--- config.mk ---
export PLATFORM = sky130hd
export DESIGN_NAME = keypad_link
export DESIGN_NICKNAME = d
export VERILOG_FILES = /design/src/rtl/keypad_link.sv
export SDC_FILE = /design/constraint.sdc
export NUM_CORES = 1
export LEC_CHECK = 0
export BUFFER_PORTS_ARGS = -buffer_cell sky130_fd_sc_hd__buf_2
export CORE_AREA = 4 4 57 59
export DETAILED_ROUTE_END_ITERATION = 16
export DIE_AREA = 0 0 61 63
export MAX_ROUTING_LAYER = met4
export PLACE_DENSITY = 0.78
export SETUP_SLACK_MARGIN = 0.4
export SYNTH_ARGS = -nofsm -noshare
export SYNTH_HDL_FRONTEND = slang
export SYNTH_SLANG_ARGS = --single-unit
--- constraint.sdc ---
create_clock -name CLK -period 1.55 [get_ports CLK]
set_clock_uncertainty 0.05 [all_clocks]
set_input_delay 0.31 -clock CLK [delete_from_list [all_inputs] [get_ports CLK]]
set_output_delay 0.31 -clock CLK [all_outputs]
set_load 0.03 [all_outputs]
--- src/rtl/keypad_link.sv ---
// Keypad-side endpoint of the alarm controller links: deserializes the 4-bit
// status frame and replays buffered key digits to the controller's code checker.
module keypad_link #(
  parameter int DIGITS  = 4,
  parameter int KEY_GAP = 1
) (
  input  logic       CLK,
  input  logic       RESET_IN,
  input  logic       STATUS_OUT,
  input  logic       STATUS_SEND,
  output logic [1:0] KB_IN,
  output logic       KB_RECV,
  input  logic [1:0] digit_in,
  input  logic       digit_push,
  input  logic       submit,
  input  logic       clear,
  output logic       busy,
  output logic [2:0] buf_count,
  output logic       buf_full,
  output logic       armed,
  output logic       alarm,
  output logic       sensor1,
  output logic       sensor2,
  output logic       status_valid,
  output logic       frame_err
);

  localparam int IW = (DIGITS  > 1) ? $clog2(DIGITS)  : 1;
  localparam int GW = (KEY_GAP > 1) ? $clog2(KEY_GAP) : 1;
  localparam logic [2:0]    DIG_N  = 3'(DIGITS);
  localparam logic [GW-1:0] GAP_LD = GW'(KEY_GAP - 1);

  localparam logic [0:0] R_IDLE  = 1'b0;
  localparam logic [0:0] R_SHIFT = 1'b1;

  localparam logic [1:0] T_IDLE  = 2'd0;
  localparam logic [1:0] T_DIGIT = 2'd1;
  localparam logic [1:0] T_GAP   = 2'd2;

  typedef struct packed {
    logic armed;
    logic alarm;
    logic sensor1;
    logic sensor2;
  } status_t;

  status_t    flags;
  logic [0:0] rstate;
  logic [1:0] rcnt;
  logic [2:0] rsh;

  // A strobe always restarts a frame; in R_SHIFT it also aborts the old one.
  always_ff @(posedge CLK) begin
    if (!RESET_IN) begin
      rstate       <= R_IDLE;
      rcnt         <= '0;
      rsh          <= '0;
      flags        <= '0;
      status_valid <= 1'b0;
      frame_err    <= 1'b0;
    end else begin
      status_valid <= 1'b0;
      frame_err    <= 1'b0;
      if (STATUS_SEND) begin
        frame_err <= (rstate == R_SHIFT);
        rsh       <= {2'b00, STATUS_OUT};
        rcnt      <= 2'd3;
        rstate    <= R_SHIFT;
      end else if (rstate == R_SHIFT) begin
        if (rcnt == 2'd1) begin
          flags        <= status_t'({rsh, STATUS_OUT});
          status_valid <= 1'b1;
          rstate       <= R_IDLE;
        end else begin
          rsh  <= {rsh[1:0], STATUS_OUT};
          rcnt <= rcnt - 2'd1;
        end
      end
    end
  end

  assign armed   = flags.armed;
  assign alarm   = flags.alarm;
  assign sensor1 = flags.sensor1;
  assign sensor2 = flags.sensor2;

  logic [1:0]              tstate;
  logic [DIGITS-1:0][1:0]  mem;
  logic [2:0]              cnt;
  logic [IW-1:0]           idx;
  logic [GW-1:0]           gcnt;

  // Buffer edits only happen in T_IDLE; submit > clear > push there.
  always_ff @(posedge CLK) begin
    if (!RESET_IN) begin
      tstate <= T_IDLE;
      mem    <= '0;
      cnt    <= '0;
      idx    <= '0;
      gcnt   <= '0;
    end else begin
      case (tstate)
        T_IDLE: begin
          if (submit) begin
            if (cnt != 3'd0) begin
              tstate <= T_DIGIT;
              idx    <= '0;
            end
          end else if (clear) begin
            cnt <= '0;
          end else if (digit_push && (cnt < DIG_N)) begin
            mem[cnt[IW-1:0]] <= digit_in;
            cnt              <= cnt + 3'd1;
          end
        end
        T_DIGIT: begin
          tstate <= T_GAP;
          gcnt   <= GAP_LD;
        end
        T_GAP: begin
          if (gcnt != '0) begin
            gcnt <= gcnt - 1'b1;
          end else if ((3'(idx) + 3'd1) == cnt) begin
            cnt    <= '0;
            tstate <= T_IDLE;
          end else begin
            idx    <= idx + 1'b1;
            tstate <= T_DIGIT;
          end
        end
        default: tstate <= T_IDLE;
      endcase
    end
  end

  assign KB_RECV   = (tstate == T_DIGIT);
  assign KB_IN     = KB_RECV ? mem[idx] : 2'b00;
  assign busy      = (tstate != T_IDLE);
  assign buf_count = cnt;
  assign buf_full  = (cnt == DIG_N);

endmodule

==> qor.csv, run 1 <==
stage;metric;value;unit
layout;layout_commonest_cell;buf_6;
synth;postSynthCellCount;127;
setup_path;ff2ff_path_depth;6;
layout;insertedDiodeCount;0;
setup_path;startpoint_type;register;
setup_path;endpoint_kind;primary output;
synth;synth_seq_area_share;43.1;%
routing;drt-initial-drc-count;55;
synth;synth_fa_ha_area_share;5.99;%
grt;grt_overflow;0;
sta;rsz0062_at_grt;yes;
synth;synth_top_area_cell;dfxtp_1;
cts;numCtsBuffers;3;
setup_path;crit_type;register to primary output;
outcome;violations;negative setup slack;
layout;mostFrequentLayoutCells;buf_6 (20), nor2_1 (18), mux2i_1 (16);
layout;fill_cells;192;
sta;period_share;119;%
die;die_x;61;µm
layout;drive_above_1_share;57.2;%
synth;synth_nets;142;
synth;synth-simple-area-share;18.8;%
grt;grt_max_degree;16;
routing;routedWlPerCell;15.7;µm
min_path;hold_depth;3;
pwr;p_leak;0.860;nW
synth;synth.top_cell.area_share;43.1;%
die;design.die.area;3840;µm²
synth;synth_cell_types;31;
die;row_count;19;
die;start_util;46.3;%
outcome;status;finished, violations left;
sta;worst_slew_pin_slew;309;ps
synth;yosys_warnings;0;
die;core;2710;µm²
sta;post-route-min-period;1850;ps
routing;drcViolationCount;0;
cts;clockRootBuffer;clkbuf_4;
job;maxCapViolCount;0;
min_path;hp-class;input port to register;
sta;hold_viol;0;
grt;antenna_found_initial;0;
setup_path;crit_required;1190;ps
placement;port_buffers;22;
pwr;vdd_ir_drop_max;0.449;mV
layout;synthToLayoutAreaGrowth;57.9;%
routing;dr_total_vias;1086;
cts;clkTransAtPathRegs;140;ps
synth;synth_xor_area_share;2.79;%
die;die_height;63;µm
cts;cts_tree;yes;
sta;setup_violations;7;
synth;syn_area_per_cell;9.87;µm²
sta;slew_violations;0;
grt;grt_pass1_wl;5220;µm
sta;fmax;540;MHz
sta;fin_tns_setup;-698;ps
routing;final_antenna_net_count;0;
cts;cts_max_level;1;
routing;drt-total-wl;3210;µm
synth;synth_mux_area_share;16.7;%
synth;synth_area_leaders;dfxtp_1 (43%), mux2i_1 (13%), ha_1 (6.0%);
sta;fin_ws;-302;ps
setup_path;cp_data_arrival_time;1490;ps
routing;firstDrtPassIters;4;
cts;clk_path_buf_depth;2;
routing;viasPerCell;5.32;
setup_path;worstPathMaxFanout;2;
pwr;power;0.00132;W
cts;clk_latency;320;ps
synth;synth_top_family_by_area;simple AND/OR/NAND/NOR gates;
setup_path;ff2ff_setup_slack;-70;ps
die;ios;23;
pwr;power_density;666;nW/µm²
synth;synth_compound_area_share;8.98;%
sta;slew_headroom;79.3;%
synth;ys_ff_latch;27;
layout;layout.nets;189;
grt;track_usage;18.2;%
placement;dp_hpwl;2120;µm
placement;gp_congestion;0.793;
cts;clock-sinks;27;
grt;grt_pass1_vias;1169;
synth;syn-cell-area;1250;µm²
-- critical path, cell delays in order, from the launching register on --
cell,delay (ps)
dfxtp_4,380
mux4_2,500
and2_4,150
buf_6,130
-- where the power goes --
group	internal [W]	leakage (nW)	switching, W
clock	0.0000969	0.0177	0.000206
combinational	0.000148	0.614	0.000147
sequential	0.000705	0.228	0.0000171
total	0.000949	0.860	0.000369
-- cells in the mapped netlist --
library cell,count
dfxtp_1,27
nor2_1,20
mux2i_1,16
inv_1,8
nand3_1,7
ha_1,6
a21oi_1,5
and2_1,5
nand2_1,5
nor2b_1,3
xnor2_1,3
clkbuf_1,2
o21ai_0,2
a211oi_1,1
a221oi_2,1
a311oi_1,1
a31oi_1,1
and2_2,1
and2b_2,1
and3_1,1
buf_2,1
clkinv_1,1
mux4_1,1
mux4_2,1
nand4_1,1
nor4_4,1
o21ba_2,1
o2bb2ai_1,1
o31ai_4,1
or2_1,1
xor2_1,1
-- metrics by stage --
| stage | instance area, µm² | utilization (%) | hold WS (ps) | worst slack [ps] | instances |
|---|---|---|---|---|---|
| 5_1_grt | 1980 | 73.0 | 182 | -350 | 204 |
| 6_report | 1980 | 73.0 | 184 | -302 | 204 |
| 2_1_floorplan | 1350 | - | 391 | 136 | 127 |
| 3_5_place_dp | 1510 | 55.7 | 437 | -12.3 | 180 |
| 3_3_place_gp | 1510 | 55.7 | 413 | -2.36 | 180 |
| 4_1_cts | 1900 | 70.0 | 185 | -296 | 200 |
-- state kept, by name, indices dropped and copies added, names as in the netlist --
register,count
mem,8
buf_count,3
rsh,3
idx,2
rcnt,2
tstate,2
alarm,1
armed,1
frame_err,1
rstate,1
sensor1,1
sensor2,1
status_valid,1
-- path summary, 6_finish.rpt --
kind / from / end
setup / recovery: idx[1] / KB_IN[0]
hold / removal: STATUS_OUT / rsh[0]
setup reg to reg: idx[1] / buf_count[1]
hold reg to reg: rsh[0] / rsh[0]
-- timing repair --
action | in CTS | in global routing
cloned | 0 | 0
gates resized for setup | 62 | 12
setup buffers | 16 | 4
pin swaps | 16 | 8
hold buffers | 0 | 0
setup endpoints to repair | 37 | 37
-- final cells by class --
class / instances / area [µm²] / share of cell area, %
multi-input combinational: 88 / 882 / 44.6
inverter: 9 / 38.8 / 1.96
clock inverter: 1 / 5.00 / 0.253
tap: 31 / 38.8 / 1.96
timing repair buffer: 45 / 413 / 20.9
clock buffer: 3 / 22.5 / 1.14
sequential: 27 / 579 / 29.3
-- routing by layer --
layer  vias up  wire length, µm  track usage [%]
met3         6              127             1.86
met1       521             1180             19.7
met2        34             1860             33.0
met5         -                0                -
li1        525                -                -
met4         0               47             6.50
-- cells by family after synthesis --
kind of cell | count (synthesis)
buf+inv | 12
fa+ha+maj | 6
simple gates | 46
flops | 27
mux | 18
xor+xnor | 4
compound gates | 14
(Power assumes the default switching activity.)
==> inputs of run 2 (changes only) <==
--- a/config.mk
+++ b/config.mk
@@ -15,3 +15,4 @@
 export SYNTH_ARGS = -nofsm -noshare
 export SYNTH_HDL_FRONTEND = slang
 export SYNTH_SLANG_ARGS = --single-unit
+export TNS_END_PERCENT = 50
==> run 2 against run 1 <==
Against the previous run: the run still ends with negative setup slack left; via count decreased by 3.5%; cell count decreased by 0.49%; critical path depth unchanged; combinational power decreased by 11%; wire length decreased by 2.6%.
==> qor.csv, run 2 (synthesis gave the netlist of run 1 again) <==
stage;metric;value;unit;change
die;die_height;63;µm;unchanged
routing;drt-total-wl;3130;µm;-2.6%
pwr;vdd_ir_drop_max;0.624;mV;+39%
setup_path;endpoint_kind;primary output;;
sta;setup_violations;8;;+1
layout;largest-register;mem;;
routing;routedWlPerCell;15.4;µm;-2.1%
grt;grt_max_degree;16;;unchanged
die;core;2710;µm²;unchanged
setup_path;cpPeakStageDelay;500;ps;about the same
layout;largest_register_ff_count;8;;unchanged
setup_path;path_buf_inv;1;;unchanged
cts;clkTransAtPathRegs;140;ps;about the same
sta;worst_slew_pin_slew;312;ps;+2.45 ps
placement;gp_congestion;0.791;;-0.26%
cts;clock-sinks;27;;unchanged
layout;layout_commonest_cell;buf_6;;
sta;hold_viol;0;;unchanged
outcome;violations;negative setup slack;;
grt;antenna_found_initial;0;;unchanged
cts;cts_max_level;1;;unchanged
layout;mostFrequentLayoutCells;buf_6 (22), nor2_1 (19), mux2i_1 (15);;
pwr;intPower;0.000931;W;-1.9%
grt;grt_pass1_vias;1105;;-5.5%
pwr;p_sw;0.000355;W;-3.9%
sta;period_share;119;%;about the same
die;die_x;61;µm;unchanged
routing;dr_total_vias;1048;;-3.5%
pwr;power_frac_comb;20.4;%;-1.9 points
pwr;seqPwrFrac;56.3;%;+1.6 points
sta;fmax;540;MHz;about the same
sta;slew_headroom;79.2;%;-0.094 points
die;ios;23;;unchanged
pwr;power_density;667;nW/µm²;about the same
routing;firstDrtPassIters;4;;unchanged
setup_path;worstPathMaxFanout;2;;unchanged
sta;rsz0062_at_grt;yes;;
cts;clk_latency;320;ps;about the same
routing;final_antenna_net_count;0;;unchanged
layout;layout.cells.non_filler;203;;-0.49%
placement;port_buffers;22;;unchanged
grt;track_usage;16.6;%;-1.6 points
min_path;hp-class;input port to register;;
layout;drive_above_1_share;55.8;%;-1.4 points
die;design.die.area;3840;µm²;unchanged
setup_path;critPathSlowestCell;mux4_2;;
cts;clk_path_buf_depth;2;;unchanged
layout;final_util;71.2;%;-1.8 points
job;maxCapViolCount;0;;unchanged
layout;synthToLayoutAreaGrowth;53.9;%;
cts;clockRootBuffer;clkbuf_4;;
sta;slew_violations;0;;unchanged
setup_path;worstPathCellList;mux4_2 > and2_4 > buf_6;;
grt;grt_pass1_wl;4840;µm;-7.4%
die;start_util;46.3;%;unchanged
cts;numCtsBuffers;3;;unchanged
setup_path;startpoint_type;register;;
grt;grt_overflow;0;;unchanged
pwr;swShare;27.6;%;-0.40 points
pwr;power;0.00129;W;-2.5%
placement;postPlaceCellArea;1490;µm²;-1.0%
cts;cts_tree;yes;;
setup_path;critical_path.top_delay_family;multiplexers;;
placement;place_inst;180;;unchanged
routing;drcViolationCount;0;;unchanged
pwr;p_leak;0.846;nW;-1.7%
layout;insertedDiodeCount;0;;unchanged
placement;pre_cts_ws;-28.0;ps;-15.6 ps
sta;post-route-min-period;1850;ps;-1.06 ps
routing;drt-initial-drc-count;31;;-44%
setup_path;crit_type;register to primary output;;
pwr;clkPwrFrac;23.4;%;+0.5 points
setup_path;crit_required;1190;ps;about the same
layout;final_area;1930;µm²;-2.5%
placement;dp_hpwl;2170;µm;+1.9%
cts;cts.hold.buffers_added;0;;unchanged
sta;fin_ws;-301;ps;+1.06 ps
die;row_count;19;;unchanged
layout;layout.nets;188;;-0.53%
routing;viasPerCell;5.16;;-3.0%
setup_path;cp_data_arrival_time;1490;ps;about the same
outcome;status;finished, violations left;;
run 2: per-layer routing:
layer  up-vias  part of all wire (%)  global-route usage [%]  wire, µm
met1       500                    40                    18.4      1240
li1        525                     -                       -         -
met4         0                  0.54                    4.07        17
met5         -                     0                       -         0
met2        21                    56                    30.3      1760
met3         2                   3.6                    1.86       114
run 2: final timing paths:
kind                            slack (ps)       start           end  depth (start not counted)
worst max register to register        -150      idx[0]  buf_count[1]                          7
worst max-delay path                  -300      idx[1]      KB_IN[0]                          3
worst min register to register         470      rsh[0]        rsh[0]                          2
worst min-delay path                   200  STATUS_OUT       sensor2                          3
run 2: final cells by class:
type | instances | area (µm²)
well taps | 31 | 38.8
clock buffers | 3 | 22.5
flip-flops and latches | 27 | 577
fillers | 195 | 781
multi-input cells | 88 | 847
repair buffers | 44 | 400
clock inverters | 1 | 5.00
inverters | 9 | 38.8
run 2: power by group through the flow:
stage,combinational [W],sequential [W],clock (W)
after global routing,0.000280,0.000726,0.000344
after global placement,0.000159,0.000739,0
after detailed placement,0.000167,0.000741,0
final,0.000262,0.000724,0.000301
after floorplan,0.000108,0.000746,0
after CTS,0.000204,0.000718,0.000315
run 2: through the flow:
step	TNS, ps	hold WS [ps]
2_1_floorplan	0	391
3_3_place_gp	-2.92	413
3_5_place_dp	-36.8	436
4_1_cts	-1280	191
5_1_grt	-1800	204
6_report	-1260	196
run 2: timing repair:
item / 4_1_cts / 5_1_grt
resized for setup: 26 / 52
setup endpoints to repair: 37 / 38
buffers inserted: 12 / 7
pin swaps: 8 / 15
run 2: worst reg2reg max path, delay by kind of cell, from the launching register on:
family                   cells  cell delay [ps]
AO/OA/AOI/OAI                1              130
XOR/XNOR                     1              190
adder cells (fa/ha/maj)      1              230
buffers and inverters        2              240
flip-flops                   1              380
multiplexers                 1              230
AND/OR/NAND/NOR              1              180
